### src/rtl/serial_to_word_if.sv
// Bundles the serial-in / word-out signals of serial_to_word; slave = the assembler, master = its environment.
// word_parity exists only when SERIAL_TO_WORD_PARITY_EN is defined.
interface serial_to_word_if #(
    parameter int WIDTH = 8
);
    localparam int CW = $clog2(WIDTH + 1);

    logic             bit_in;
    logic             bit_valid;
    logic             frame_start;
    logic [WIDTH-1:0] word_out;
    logic             word_valid;
    logic             word_ready;
    logic [CW-1:0]    bit_count;
    logic             overflow;
`ifdef SERIAL_TO_WORD_PARITY_EN
    logic             word_parity;
`endif

    modport slave (
        input  bit_in, bit_valid, frame_start, word_ready,
`ifdef SERIAL_TO_WORD_PARITY_EN
        output word_parity,
`endif
        output word_out, word_valid, bit_count, overflow
    );

    modport master (
        output bit_in, bit_valid, frame_start, word_ready,
`ifdef SERIAL_TO_WORD_PARITY_EN
        input  word_parity,
`endif
        input  word_out, word_valid, bit_count, overflow
    );
endinterface

### src/rtl/serial_to_word.sv
// LSB-first serial-to-parallel assembler with a one-word output buffer; word_valid rises one cycle after the last bit.
// A word completing while the buffer is full and not being consumed is dropped and sets sticky overflow; SERIAL_TO_WORD_PARITY_EN adds word_parity.
module serial_to_word #(
    parameter int WIDTH = 8
) (
    input  logic           clk,
    input  logic           reset_n,
    serial_to_word_if.slave bus
);
    localparam int             CW       = $clog2(WIDTH + 1);
    localparam logic [CW-1:0]  LAST_IDX = CW'(WIDTH - 1);

    typedef enum logic {
        EMPTY = 1'b0,
        FULL  = 1'b1
    } state_t;

    state_t           state_q, state_d;
    logic [WIDTH-1:0] shift_q, shift_d;
    logic [CW-1:0]    cnt_q, cnt_d;
    logic [WIDTH-1:0] word_q, word_d;
    logic             ovf_q, ovf_d;
    logic [WIDTH-1:0] done_word;
    logic             complete;
    logic             load;

    // done_word is the partial word with the incoming bit merged at its position.
    always_comb begin
        done_word = shift_q;
        for (int i = 0; i < WIDTH; i++) begin
            if (CW'(i) == cnt_q) begin
                done_word[i] = bus.bit_in;
            end
        end
        complete = bus.bit_valid && !bus.frame_start && (cnt_q == LAST_IDX);

        shift_d = shift_q;
        cnt_d   = cnt_q;
        if (bus.frame_start) begin
            shift_d = '0;
            cnt_d   = '0;
            if (bus.bit_valid) begin
                shift_d[0] = bus.bit_in;
                cnt_d      = CW'(1);
            end
        end else if (bus.bit_valid) begin
            if (complete) begin
                shift_d = '0;
                cnt_d   = '0;
            end else begin
                shift_d = done_word;
                cnt_d   = cnt_q + CW'(1);
            end
        end
    end

    always_comb begin
        state_d = state_q;
        ovf_d   = ovf_q;
        load    = 1'b0;
        case (state_q)
            EMPTY: begin
                if (complete) begin
                    load    = 1'b1;
                    state_d = FULL;
                end
            end
            FULL: begin
                if (complete) begin
                    if (bus.word_ready) begin
                        load = 1'b1;
                    end else begin
                        ovf_d = 1'b1;
                    end
                end else if (bus.word_ready) begin
                    state_d = EMPTY;
                end
            end
            default: state_d = EMPTY;
        endcase
        word_d = load ? done_word : word_q;
    end

    always_ff @(posedge clk or negedge reset_n) begin
        if (!reset_n) begin
            state_q <= EMPTY;
            shift_q <= '0;
            cnt_q   <= '0;
            word_q  <= '0;
            ovf_q   <= 1'b0;
        end else begin
            state_q <= state_d;
            shift_q <= shift_d;
            cnt_q   <= cnt_d;
            word_q  <= word_d;
            ovf_q   <= ovf_d;
        end
    end

`ifdef SERIAL_TO_WORD_PARITY_EN
    logic parity_q, parity_d;

    assign parity_d = load ? ^done_word : parity_q;

    always_ff @(posedge clk or negedge reset_n) begin
        if (!reset_n) begin
            parity_q <= 1'b0;
        end else begin
            parity_q <= parity_d;
        end
    end

    assign bus.word_parity = parity_q;
`endif

    assign bus.word_out   = word_q;
    assign bus.word_valid = (state_q == FULL);
    assign bus.bit_count  = cnt_q;
    assign bus.overflow   = ovf_q;

    // A pending word is never disturbed until the consumer takes it.
    a_word_hold: assert property (@(posedge clk) disable iff (!reset_n)
        (state_q == FULL && !bus.word_ready) |=> $stable(word_q));

    a_ovf_sticky: assert property (@(posedge clk) disable iff (!reset_n)
        ovf_q |=> ovf_q);
endmodule

### src/flat_wrapper.sv
// flat-port wrapper written by rule: the top's interface ports become plain ports
module serial_to_word_flat 
#(
    parameter int WIDTH = 8
)
  (clk, reset_n, bus_bit_in, bus_bit_valid, bus_frame_start, bus_word_ready, bus_word_out, bus_word_valid, bus_bit_count, bus_overflow);
  serial_to_word_if #(.WIDTH(WIDTH)) bus_i ();
  input  logic clk;
  input  logic reset_n;
  input wire logic [$bits(bus_i.bit_in)-1:0] bus_bit_in;
  input wire logic [$bits(bus_i.bit_valid)-1:0] bus_bit_valid;
  input wire logic [$bits(bus_i.frame_start)-1:0] bus_frame_start;
  input wire logic [$bits(bus_i.word_ready)-1:0] bus_word_ready;
  output wire logic [$bits(bus_i.word_out)-1:0] bus_word_out;
  output wire logic [$bits(bus_i.word_valid)-1:0] bus_word_valid;
  output wire logic [$bits(bus_i.bit_count)-1:0] bus_bit_count;
  output wire logic [$bits(bus_i.overflow)-1:0] bus_overflow;
  assign bus_i.bit_in = bus_bit_in;
  assign bus_i.bit_valid = bus_bit_valid;
  assign bus_i.frame_start = bus_frame_start;
  assign bus_i.word_ready = bus_word_ready;
  assign bus_word_out = bus_i.word_out;
  assign bus_word_valid = bus_i.word_valid;
  assign bus_bit_count = bus_i.bit_count;
  assign bus_overflow = bus_i.overflow;
  serial_to_word #(.WIDTH(WIDTH)) u_core (.clk(clk), .reset_n(reset_n), .bus(bus_i));
endmodule
### config.mk
export PLATFORM = sky130hd
export DESIGN_NAME = serial_to_word_flat
export DESIGN_NICKNAME = d
export VERILOG_FILES = /design/src/rtl/serial_to_word_if.sv /design/src/rtl/serial_to_word.sv /design/src/flat_wrapper.sv
export SDC_FILE = /design/constraint.sdc
export NUM_CORES = 1
export LEC_CHECK = 0
export BUFFER_PORTS_ARGS = -buffer_cell sky130_fd_sc_hd__buf_2
export CAP_MARGIN = 20
export CORE_MARGIN = 3
export CORE_UTILIZATION = 30
export DETAILED_ROUTE_END_ITERATION = 10
export PLACE_DENSITY_LB_ADDON = 0.1
export REMOVE_ABC_BUFFERS = 1
export SYNTH_ARGS = -nofsm -noshare
export SYNTH_HDL_FRONTEND = slang
export SYNTH_SLANG_ARGS = --single-unit
### constraint.sdc
create_clock -name clk -period 2.1 [get_ports clk]
set_input_delay 0.21 -clock clk [delete_from_list [all_inputs] [get_ports clk]]
set_output_delay 0.21 -clock clk [all_outputs]
set_load 0.1 [all_outputs]
After elaboration in Yosys (flattened, before gate mapping)
Index checks and enable logic that the tools add are counted.
{"block": "totals", "register_bits": 22, "inputBits": 6}
{"block": "classes", "add_sub_neg": 1, "eq_ne": 8, "n_mux": 23, "bitwise_logic": 2, "reduce_logical": 6}
{"cell": "$mux W8", "n": 3}
{"cell": "$eq A3 B4 Y1 const A", "n": 4}
{"cell": "$mux W1", "n": 15}
{"cell": "$mux W4", "n": 3}
{"cell": "$eq A2 B4 Y1 const A", "n": 2}
{"cell": "$add A4 B1 Y4 const B", "n": 1}
{"cell": "$eq A1 B4 Y1 const A", "n": 1}
{"cell": "$eq A4 B3 Y1 const B", "n": 1}
{"cell": "$logic_not A4 Y1", "n": 1}
{"cell": "$pmux W1 S2", "n": 2}
{"cell": "$reduce_and A3 Y1", "n": 1}
{"cell": "$logic_and A1 B1 Y1", "n": 2}
{"cell": "$not A1 Y1", "n": 2}
{"cell": "$reduce_bool A2 Y1", "n": 1}
{"cell": "$logic_not A1 Y1", "n": 1}

Logic depth before layout (Yosys ltp)
Gate-level depths: netlist of run 1.
{"block": "logic_depth", "word_depth": 6, "mapped_depth": 5, "depth_no_buf": 5}

Worst setup path after synthesis of run 1
No wires, ideal clock.
{"block": "synth_path", "path_kind": "reg2reg", "start": "register u_core.cnt_q[1] (netlist: u_core.bus.bit_count[1])", "end": "register u_core.word_q[0] (netlist: u_core.bus.word_out[0])", "setup_ps": 126, "t_arrival_ps": 2230, "path_slack_ps": -257, "stages_incl_launch_ff": 5, "period_less_slack_ps": 2357, "cell_sequence": "dfrtp_1 ha_1 nand3b_4 nor3_4 mux2_4"}
{"block": "synth_between", "elab_chain_len": 4, "word_cells_on_any_way": 7, "classes_between": "eq/ne: 1; mux: 4; reduce/logical: 2"}
{"item": "start, declared", "line": "serial_to_word.sv:20", "source": "logic [CW-1:0] cnt_q, cnt_d;"}
{"item": "start signal, assigned", "line": "serial_to_word.sv:94", "source": "cnt_q <= cnt_d;"}
{"item": "$eq A4 B3 Y1", "line": "serial_to_word.sv:35", "source": "complete = bus.bit_valid && !bus.frame_start && (cnt_q == LAST_IDX);"}
{"item": "$logic_and A1 B1 Y1", "line": "serial_to_word.sv:35"}
{"item": "$mux W1, on equally long branches", "line": "serial_to_word.sv:69, serial_to_word.sv:63"}
{"item": "$pmux W1 S2", "line": "serial_to_word.sv:61", "source": "case (state_q)"}
{"item": "end signal, assigned", "line": "serial_to_word.sv:95", "source": "word_q <= word_d;"}
{"item": "end, declared", "line": "serial_to_word.sv:21", "source": "logic [WIDTH-1:0] word_q, word_d;"}
Parallel ways exist; a longest one is shown, timed or not.
A chain may end at the register's enable or synchronous reset.

Worst setup path in the final report of run 1
{"block": "layout_path", "start": "register u_core.cnt_q[1] (netlist: u_core.bus.bit_count[1])", "end": "register u_core.word_q[6] (netlist: u_core.bus.word_out[6])"}
Same word-level chain as after synthesis.

==> results of run 1 <==
## registers in the layout, indices dropped and copies added (netlist names)
name	flops
u_core.bus.word_out	8
u_core.shift_q	7
u_core.bus.bit_count	4
u_core.bus.overflow	1
u_core.bus.word_valid	1
## logic make-up (layout without fill, tap and decap cells)
family	after synthesis	count (layout)	share of synthesized area
and+or+nand+nor	26	26	0.162
DFF	21	21	0.481
muxes	16	16	0.172
AOI/OAI and AO/OA	13	13	0.0825
buffers and inverters	12	34	0.0492
adders and majority gates	4	4	0.0458
xor gates and xnor gates	1	1	0.00802
## cell type report
cell class                      count  area (um2)
Fill cell                         359        2150
Sequential cell                    21         526
Multi-Input combinational cell     60         513
Timing Repair Buffer               21         113
Tap cell                           46        57.6
Inverter                            9        33.8
Clock buffer                        4        26.3
## report_power, final
group	internal (W)	total, W	switching, W
Clock	0.0000741	0.000199	0.000125
Combinational	0.0000460	0.000169	0.000123
Sequential	0.000418	0.000432	0.0000138
Total	0.000538	0.000800	0.000262
## cell usage after synthesis (all sizes together)
master	number
a21o	1
a21oi	1
a221o	1
a22o	2
a31o	1
a31oi	1
and3	1
and3b	1
buf	3
dfrtp	21
ha	4
inv	9
mux2	7
mux2i	9
nand2	6
nand2b	1
nand3	1
nand3b	4
nor2	5
nor2b	2
nor3	1
nor3b	4
o21ai	4
o22ai	1
o2bb2ai	1
xor2	1
## metrics by stage
stage	hold WS (ps)	setup TNS, ps
2_1_floorplan	-85.6	-1790
3_3_place_gp	207	0
3_5_place_dp	210	0
4_1_cts	124	0
5_1_grt	134	0
6_report	149	0
## how the worst min path moves through the flow
stage / start / to / slack (ps) / depth (start not counted)
after floorplan: reset_n / u_core.bus.bit_count[0] / -90 / 0
after CTS: bus_frame_start / u_core.bus.bit_count[1] / 120 / 2
after detailed placement: reset_n / u_core.bus.word_valid / 210 / 1
after global placement: reset_n / u_core.bus.word_valid / 210 / 1
after global routing: bus_frame_start / u_core.bus.bit_count[1] / 130 / 2
final: bus_frame_start / u_core.bus.bit_count[1] / 150 / 2
## routing by layer
layer,global-route usage,share of wire,vias to the layer above
met4,0.0533,0.017,0
met5,0,0,-
met1,0.147,0.51,334
met2,0.169,0.44,15
met3,0.0204,0.035,4
li1,-,-,367
## cells in the final DEF (no fill, tap or decap), types with 3 or more instances in the layout
cell type                  instances
sky130_fd_sc_hd__dfrtp_1          21
sky130_fd_sc_hd__ha_1              4
sky130_fd_sc_hd__nor3b_1           4
sky130_fd_sc_hd__o21ai_0           4
sky130_fd_sc_hd__buf_2            19
sky130_fd_sc_hd__nand2_1           6
sky130_fd_sc_hd__mux2_4            5
sky130_fd_sc_hd__nand3b_1          3
sky130_fd_sc_hd__mux2i_1           9
sky130_fd_sc_hd__clkbuf_4          3
sky130_fd_sc_hd__inv_1             9
sky130_fd_sc_hd__nor2_1            5
==> results.md, run 1 <==
- Counting both buffers and inverters, the worst setup path holds a total of 1.
- The signed area change from the synthesized netlist to the final layout is 16.2%.
- The max-slew violation count is 0.
- Clock latency on the worst-skew pair, taken at its later pin, is 310 ps.
- Data arrives at the worst endpoint at slightly above 2000 ps.
- In this run the remaining antenna-violating nets after routing total 0.
- The initial antenna violation count is 0.
- CTS built an H-tree with a depth of 1.
- The pre-CTS worst setup slack is ~240 ps.
- Dividing the final minimum period by the clock period gives 0.865.
- For the pin with the worst max-slew slack, the measured transition is between 600 and 700 ps.
- The number of unique standard cell types used by synthesis is 29.
- The path depth of the worst reg2reg path is 5.
- The wire length reported by the detailed router is 2.17 mm.
- The region available for standard cell placement spans 3420 um2.
- The worst setup path is of the register to register kind.
- The number of hold buffers added after CTS was 1.
- The cell type group with the largest total delay on the critical path is simple AND/OR/NAND/NOR gates.
- The number of global-route vias before repair is 717.
- The per-cell routed wire length is ~13 um.
- The layout cell share with drive strength beyond 1 is 0.296.
- The master of the slowest instance on the critical path is sky130_fd_sc_hd__nor3_4.
- CTS placed an instance of sky130_fd_sc_hd__clkbuf_4 at the clock tree root.
- For the worst setup path, the data required time is 2340 ps.
- The number of nets in the finished design is 126.
- The combined area of all synthesized cells is 1090 um2.
- The critical path starts at u_core.bus.bit_count[1].
- The kind of end point of the critical path is a register.
- STA classifies the critical path startpoint as a register.
- Headroom to the max-slew limit came out at 0.569.
- Using the TritonRoute via totals, the vias-per-cell ratio works out to 4.47.
- The final non-filler cell total is 161.
- The number of buffers added by the clock tree synthesis step is 3.
- The final standard cell area without fillers is 1270 um2.
- The time the final worst path needs with I/O delays and setup is 1820 ps.
- Detailed routing inserted a total of slightly above 700 vias.
- The row count is 21.
- The number of ports placed on the die boundary is 20.
- Summing internal, switching and leakage power gives 0.000800 W.
- The half-perimeter wire length after placement is 1.54 mm.
- The worst path meets setup with between 200 and 300 ps of slack.
- Along the worst path, the maximum fanout reaches 7.
- The total number of yosys warnings is 0.
- The type of the worst min-delay path is input pin to register.
- The sequential-to-total area share from yosys stat is 0.481.
- At the end of routability-driven placement, the weighted congestion stood at ~0.76.
- The cell count after synthesis came out at 93.
- The count of buffers from port buffering is 19.
- The number of buffers on the longest clock path is 2.
- TritonCTS built the clock tree.
- The number of antenna diodes in the final layout is 0.
- The critical path goes through ha_1 > nand3b_4 > nor3_4 > buf_4 > mux2i_1.
- The power density over the cells is 630 nW/um2.
- The total global routing overflow is 0.
- Once placement completed, the tool counted placed cells totaling between 150 and 200.
- In this run the cell area measured after placement is 1230 um2.
- The setup slack of the worst register-to-register path is roughly 280 ps.
- The flow ran to the end, and the final reports show no timing, DRC or antenna violations.
- The number of clock sinks is 21.
- The die height is between 60 and 70 um.
- The global-route usage over all layers is 0.110.
- The critical path crosses 5 cells after its start point.
- Based on the critical path, the design can be clocked at up to 550 MHz.
- Measured on the finished design, the core utilization comes to 0.371.
- The number of gates given a new drive strength after cts is 0.
- After detailed routing, the number of remaining DRC violations is 0.
- The initial cell density of the core is 0.320.
- The number of failing hold endpoints at the final stage came to 0.
- Across the run, the number of max-cap violations was 0.
- The synthesized area divided by synthesized cell count is 11.7 um2.
- The delay contributed by the slowest stage of the critical path is between 400 and 500 ps.
- The buffers inserted during post-CTS setup optimization is 0.
- Sorting the synthesized cells by area gives the leading types as sky130_fd_sc_hd__dfrtp_1, sky130_fd_sc_hd__mux2i_1, sky130_fd_sc_hd__mux2_4.
- The total of endpoints with negative setup slack in the final report is 0.
- The first global-routing pass estimated 3.56 mm of wire.
- The floorplan step defined a die boundary enclosing about 4400 um2.
- Clock-pin slew was measured on the worst setup and hold paths at 120 ps.
- Setup repair after global routing left no endpoint under its margin.
- The largest net degree at the start of global routing is 22.
- The leakage power is 0.676 nW.
- The maximum vdd ir drop is 0.207 mV.
- The worst clock skew is 2.03 ps.
- The top-area cell type share of the netlist area is 0.481.
- The number of detailed-route iterations in the first pass is 4.
- The number of synthesized register bits is 21.
- From left edge to right edge, the die measures 66.3 um.
- The critical path ends at u_core.bus.word_out[6].
- The worst flop-to-flop path endpoint is u_core.bus.word_out[6].
- In this run the critical register-to-register path is launched from u_core.bus.bit_count[1].
- The largest area contributor in the netlist is sky130_fd_sc_hd__dfrtp_1.
- The detailed router finished its first iteration with 34 violations.
No activity file was read; power rests on OpenSTA's default activity.
==> inputs of run 2 (changes only) <==
Settings changed: BUFFER_PORTS_ARGS -buffer_cell sky130_fd_sc_hd__buf_2 to default, DONT_BUFFER_PORTS from default to 1.
==> run 2 against run 1 <==
  * Combinational power is 5% higher
  * Fmax is 3.2% higher
  * Via count is 0.97% lower
  * Cell count is 2.5% lower
  * Total power is 0.24% higher
  * Die area stayed put
  * Clock power is 2% lower
  * Setup slack better by 56 ps
==> results.md, run 2 (synthesis results as in run 1) <==
- The flow ran to the end, and the final reports show no timing, DRC or antenna violations.
- The wire length reported by the detailed router is 2.22 mm (+2.3%).
- The area of the multi-input gates came to 513 um2 (unchanged).
- The overall power of the completed layout is 0.000802 W (+0.24%).
- The slew at the pin closest to its max-slew limit is 891 ps (+247 ps).
- The time the final worst path needs with I/O delays and setup is 1760 ps (-55.5 ps).
- The number of clock sinks came to 21 (unchanged).
- The signed area change from the synthesized netlist to the final layout is 19.8%.
- The met1 wire length was 1.09 mm (-1.2%).
- The number of global-route vias before repair is 735 (+2.5%).
- The start-to-end type of the worst setup path is register to register.
- The final weighted congestion in routability-driven placement is 0.798 (+4.6%).
- The antenna violation net count after detailed routing is 0 (unchanged).
- The clock latency of the later-clocked register in the worst-skew pair was 300 ps (about the same).
- The die footprint came to 4400 um2 (unchanged).
- The buffers inserted during post-CTS setup optimization is 0 (unchanged).
- The number of ports placed on the die boundary is 20 (unchanged).
- The number of detailed-route iterations in the first pass is 4 (unchanged).
- The kind of end point of the critical path is a register.
- The worst slew margin relative to its limit is 0.406 (-0.163).
- Leaving out fill and tap cells, the most frequent cells in the layout are sky130_fd_sc_hd__dfrtp_1, sky130_fd_sc_hd__buf_4, sky130_fd_sc_hd__inv_1, sky130_fd_sc_hd__mux2i_1, sky130_fd_sc_hd__nand2_1.
- The part of the cycle the worst path needs is 0.839 (-0.0264).
- The uppermost signal routing layer after detailed routing is met4.
- The initial antenna violation count came to 0 (unchanged).
- The sequential standard cell area is 526 um2 (unchanged).
- The routed length on met3 was 87 um (+16%).
- The highest achievable clock rate came to 568 MHz (+3.2%).
- The vias per cell came to 4.54 (+1.6%).
- The core box area is 3420 um2 (unchanged).
- The die width came to 66.3 um (unchanged).
- The flip-flop count of the largest register, all copies and words added came to 8 (unchanged).
- The detailed route wirelength on metal2 is 1.02 mm (+6.9%).
- The category of the worst setup path launch point is a register.
- The global-route usage over all layers was 0.116 (+0.00555).
- The initial cell density of the core is 0.320 (unchanged).
- The power density over the cells came to 613 nW/um2 (-2.8%).
- The number of buffers on the longest clock path is 2 (unchanged).
- The global-route wire length before repair is 3.81 mm (+7.0%).
- The remaining design rule violation count came to 0 (unchanged).
- The fill cell instance count of the final layout came to 360 (+0.28%).
- The number of levels the H-tree was split into is 1 (unchanged).
- The clock transition time at the flip-flop clock pins of the worst setup and hold paths came to 120 ps (about the same).
- The per-cell routed wire length is 14.1 um (+4.9%).
- The number of max-cap violations came to 0 (unchanged).
- The arrival time at the worst endpoint is 1960 ps (-100 ps).
- The largest net degree at the start of global routing is 22 (unchanged).
- The number of nets in the finished design is 122 (-3.2%).
- The layout cell share with drive strength beyond 1 is 0.261 (-0.0344).
- The total of endpoints with negative setup slack in the final report is 0 (unchanged).
- The highest net fanout along the worst path was 5 (-2).
- The number of failing hold endpoints at the final stage came to 0 (unchanged).
- The most frequent standard cell in the layout excluding fill and tap cells is sky130_fd_sc_hd__dfrtp_1.
- The worst clock skew was 3.21 ps (+1.18 ps).
- CTS placed an instance of sky130_fd_sc_hd__clkbuf_4 at the clock tree root.
- The clock tree from TritonCTS is done.
- The DRC marker count from the first detailed-route iteration is 6 (-82%).
- The pre-CTS worst setup slack is 323 ps (+82.1 ps).
- The maximum vdd ir drop is 0.349 mV (+69%).
- The row count is 21 (unchanged).
- Setup repair after global routing left no endpoint under its margin.
- The count of buffers from port buffering came to 0 (-19).
- The die height is 66.3 um (unchanged).
- The number of buffers added by the clock tree synthesis step came to 3 (unchanged).
- The max-slew violation count is 0 (unchanged).
- The post-route worst setup slack is 338 ps (+55.5 ps).
- The half-perimeter wire length after placement came to 1.66 mm (+7.8%).
- The total global routing overflow is 0 (unchanged).
- The count of antenna diodes in the layout is 0 (unchanged).
- The worst path required time is 2300 ps (-40 ps).
- The total number of vias was 713 (-0.97%).
- The worst hold path belongs to the class input pin to register.
- The leakage power is 0.675 nW (-0.27%).
[run 2: path summary, 6_finish.rpt]
check / start / to / slack, ps / cells past startpoint
hold / removal: bus_bit_valid / u_core.bus.bit_count[0] / 50 / 2
hold reg to reg: u_core.shift_q[5] / u_core.shift_q[5] / 490 / 2
setup reg to reg: u_core.bus.bit_count[0] / u_core.shift_q[0] / 340 / 5
max in group asynchronous: reset_n / u_core.bus.word_out[7] / 1510 / 2
min in group asynchronous: reset_n / u_core.bus.bit_count[1] / 210 / 1
setup / recovery: u_core.bus.bit_count[0] / u_core.shift_q[0] / 340 / 5
[run 2: worst max-delay path: stages (launching register included)]
cell                      delay, ps
sky130_fd_sc_hd__dfrtp_1        440
sky130_fd_sc_hd__inv_1          130
sky130_fd_sc_hd__ha_1           180
sky130_fd_sc_hd__nor3b_1        260
sky130_fd_sc_hd__mux2_4         330
sky130_fd_sc_hd__a221o_1        310
[run 2: stage by stage]
stage,cell area (um2),TNS [ps],cells,hold slack (ps),util
floorplan,1070,-1790,90,-85.6,-
global placement,1230,0,150,-85.0,0.362
global route,1310,0,157,32.3,0.383
detailed placement,1230,0,150,-84.9,0.362
finish,1310,0,157,47.6,0.383
CTS,1280,0,156,26.4,0.375
[run 2: per-layer routing]
layer  track usage  up-vias
met5             0        -
met4        0.0254        0
met3        0.0357        2
met2         0.176       16
met1         0.159      339
li1              -      356
[run 2: what timing repair did]
item	in CTS	in global routing
hold buffers	2	0
gates resized for setup	0	0
hold endpoints to repair	23	0
[run 2: layout make-up]
class | count | share of cell area
clock buffers | 4 | 0.0201
inverters | 9 | 0.0258
multi-input cells | 60 | 0.392
flip-flops and latches | 21 | 0.402
well taps | 46 | 0.0440
repair buffers | 17 | 0.117
[run 2: power breakdown]
group	switching (W)	internal, W
logic	0.000122	0.0000554
registers	0.0000113	0.000418
clock network	0.000121	0.0000740
==> inputs of run 3 (changes only) <==
Clock period 2.1 ns to 1.8 ns, I/O delays scaled along.
==> run 3 against run 2 <==
  * First-iteration DRC count rose by 100%
  * Register-to-register slack got worse by 290 ps
  * Via count rose by 3.2%
  * Clock-buffer cell count did not move
  * Die area did not move
  * Cell count rose by 3.2%
  * Routed wire length fell by 0.27%
  * Critical path depth did not move
  * Global-route usage rose by 0.47 points
  * Clock power rose by 17%
  * Total power rose by 17%
  * Largest cell class unchanged
  * Largest power group unchanged
  * Highest routed layer unchanged
==> results.md, run 3 (synthesis results as in run 1) <==
- The flow ran to the end, and the final reports show no timing, DRC or antenna violations.
- The die footprint was 4400 um2 (unchanged).
- The category of the worst setup path launch point is a register.
- The pre-CTS worst setup slack was 60.0 ps (-263 ps).
- The DRC marker count from the first detailed-route iteration is 12 (+6).
- The core box area is 3420 um2 (unchanged).
- The worst-case hold slack is 45.6 ps (-2.04 ps).
- The remaining design rule violation count is 0 (unchanged).
- The final weighted congestion in routability-driven placement is 0.781 (-2.0%).
- The clock root buffer is sky130_fd_sc_hd__clkbuf_4.
- The min-delay analysis places its worst path in the category input pin to register.
- The row count is 21 (unchanged).
- The highest net fanout along the worst path was 5 (unchanged).
- STA classifies the critical path endpoint as a register.
- The number of failing hold endpoints at the final stage is 0 (unchanged).
- The layout cell share with drive strength beyond 1 is 0.284 (+0.0232).
- The placed cell count is 151 (+0.67%).
- The slew at the pin closest to its max-slew limit is 674 ps (-217 ps).
- The worst path required time is 1990 ps (-310 ps).
- Compared with the post-synthesis result, the final layout area differs by 23.0%.
- The worst clock skew is 5.85 ps (+2.64 ps).
- The final cell utilization of the core was 0.393 (+0.0103).
- The worst slew margin relative to its limit is 0.549 (+0.143).
- The per-cell routed wire length is 13.7 um (-3.3%).
- The delay contributed by the slowest stage of the critical path is 440 ps (about the same).
- The power density over the cells is 696 nW/um2 (+14%).
- The most frequent standard cell in the layout excluding fill and tap cells is sky130_fd_sc_hd__dfrtp_1.
- The final standard cell area without fillers came to 1340 um2 (+2.7%).
- The clock transition time at the flip-flop clock pins of the worst setup and hold paths was 120 ps (about the same).
- The largest individual stage delay along the critical path comes from the cell sky130_fd_sc_hd__dfrtp_1.
- The half-perimeter wire length after placement is 1.62 mm (-2.2%).
- The total global routing overflow came to 0 (unchanged).
- The number of buffers on the longest clock path is 2 (unchanged).
- The wire length reported by the detailed router was 2.22 mm (-0.27%).
- The clock tree from TritonCTS is done.
- The antenna violation net count after detailed routing is 0 (unchanged).
- The count of antenna diodes in the layout was 0 (unchanged).
- The total of endpoints with negative setup slack in the final report is 0 (unchanged).
- The worst setup path is of the register to register kind.
- The number of max-cap violations is 0 (unchanged).
- The vias per cell is 4.54 (about the same).
- The arrival time at the worst endpoint is 1940 ps (-20 ps).
- The die height came to 66.3 um (unchanged).
- The number of levels the H-tree was split into is 1 (unchanged).
- The number of global-route vias before repair is 782 (+6.4%).
- The number of ports placed on the die boundary is 20 (unchanged).
- In the layout the commonest cells are sky130_fd_sc_hd__dfrtp_1, sky130_fd_sc_hd__buf_4, sky130_fd_sc_hd__inv_1, sky130_fd_sc_hd__mux2i_1, sky130_fd_sc_hd__nand2_1.
- The total buffers and inverters traversed by the critical path is 1 (unchanged).
- The clock latency of the later-clocked register in the worst-skew pair is 300 ps (about the same).
- The flip-flop count of the largest register, all copies and words added is 8 (unchanged).
- The signal on the critical path passes through inv_1 > ha_1 > nor3b_1 > mux2_4 > a221o_1.
- The initial cell density of the core is 0.320 (unchanged).
- The highest achievable clock rate is 572 MHz (+0.84%).
- On the critical path the largest part of the delay comes from flip-flops.
- The die width was 66.3 um (unchanged).
- The part of the cycle the worst path needs is 0.971 (+0.132).
- The cell area reported after detailed placement is 1240 um2 (+0.61%).
- The time the final worst path needs with I/O delays and setup is 1750 ps (-14.7 ps).
- The count of buffers from port buffering is 0 (unchanged).
- The final non-filler cell total is 162 (+3.2%).
- The maximum vdd ir drop is 0.562 mV (+61%).
- The post-route worst setup slack is 53.0 ps (-285 ps).
- The leakage power is 0.698 nW (+3.4%).
- The total number of vias is 736 (+3.2%).
- The global-route wire length before repair is 3.93 mm (+3.3%).
- The number of clock sinks was 21 (unchanged).
- The max-slew violation count is 0 (unchanged).
- The initial antenna violation count is 0 (unchanged).
- The number of buffers added by the clock tree synthesis step is 3 (unchanged).
- The number of nets in the finished design is 127 (+4.1%).
- The largest net degree at the start of global routing was 22 (unchanged).
- The global-route usage over all layers is 0.120 (+0.00474).
- The number of detailed-route iterations in the first pass is 3 (-1).
- Setup repair after global routing left no endpoint under its margin.
run 3: final cells by class:
class | count | area, um2
fill | 341 | 2070
sequential | 21 | 526
multi-input combinational | 60 | 518
timing repair buffer | 22 | 183
tap | 46 | 57.6
inverter | 9 | 33.8
clock buffer | 4 | 26.3
run 3: power breakdown:
part           internal (W)  switching (W)
Sequential         0.000488      0.0000134
Combinational     0.0000649       0.000141
Clock             0.0000862       0.000142
Total              0.000639       0.000296
run 3: worst paths after layout:
check | start | to | slack (ps) | cells after the start
max | u_core.bus.bit_count[0] | u_core.shift_q[0] | 50 | 5
min | bus_bit_valid | u_core.bus.bit_count[1] | 50 | 2
max reg2reg | u_core.bus.bit_count[0] | u_core.shift_q[0] | 50 | 5
min reg2reg | u_core.bus.overflow | u_core.bus.overflow | 480 | 1
max in group asynchronous | reset_n | u_core.bus.word_out[7] | 1060 | 2
min in group asynchronous | reset_n | u_core.bus.bit_count[0] | 280 | 1
run 3: worst reg2reg max path: cells and delay by family (launching register included):
| kind | cells | cell delay, ps |
|---|---|---|
| flip-flops | 1 | 440 |
| multiplexers | 1 | 330 |
| AO/OA/AOI/OAI | 1 | 310 |
| AND/OR/NAND/NOR | 1 | 250 |
| adder cells (fa/ha/maj) | 1 | 170 |
| buffers and inverters | 1 | 130 |
run 3: layer usage:
layer,track usage,routed length [um],up-vias
met4,0.0381,34,0
met2,0.188,1040,12
met1,0.156,1060,354
met5,0,0,-
met3,0.0391,79,4
li1,-,-,366
run 3: through the flow:
stage / TNS, ps / power [W]
CTS: 0 / 0.000945
detailed placement: 0 / 0.000696
global route: 0 / 0.000986
finish: 0 / 0.000935
floorplan: -5770 / 0.000660
global placement: 0 / 0.000696
run 3: timing repair:
| item | CTS | global route |
|---|---|---|
| gates resized for setup | 0 | 1 |
| hold endpoints to repair | 24 | 1 |
| endpoints found under the setup margin | 0 | 4 |
| buffers inserted | 0 | 2 |
| hold buffers | 3 | 1 |
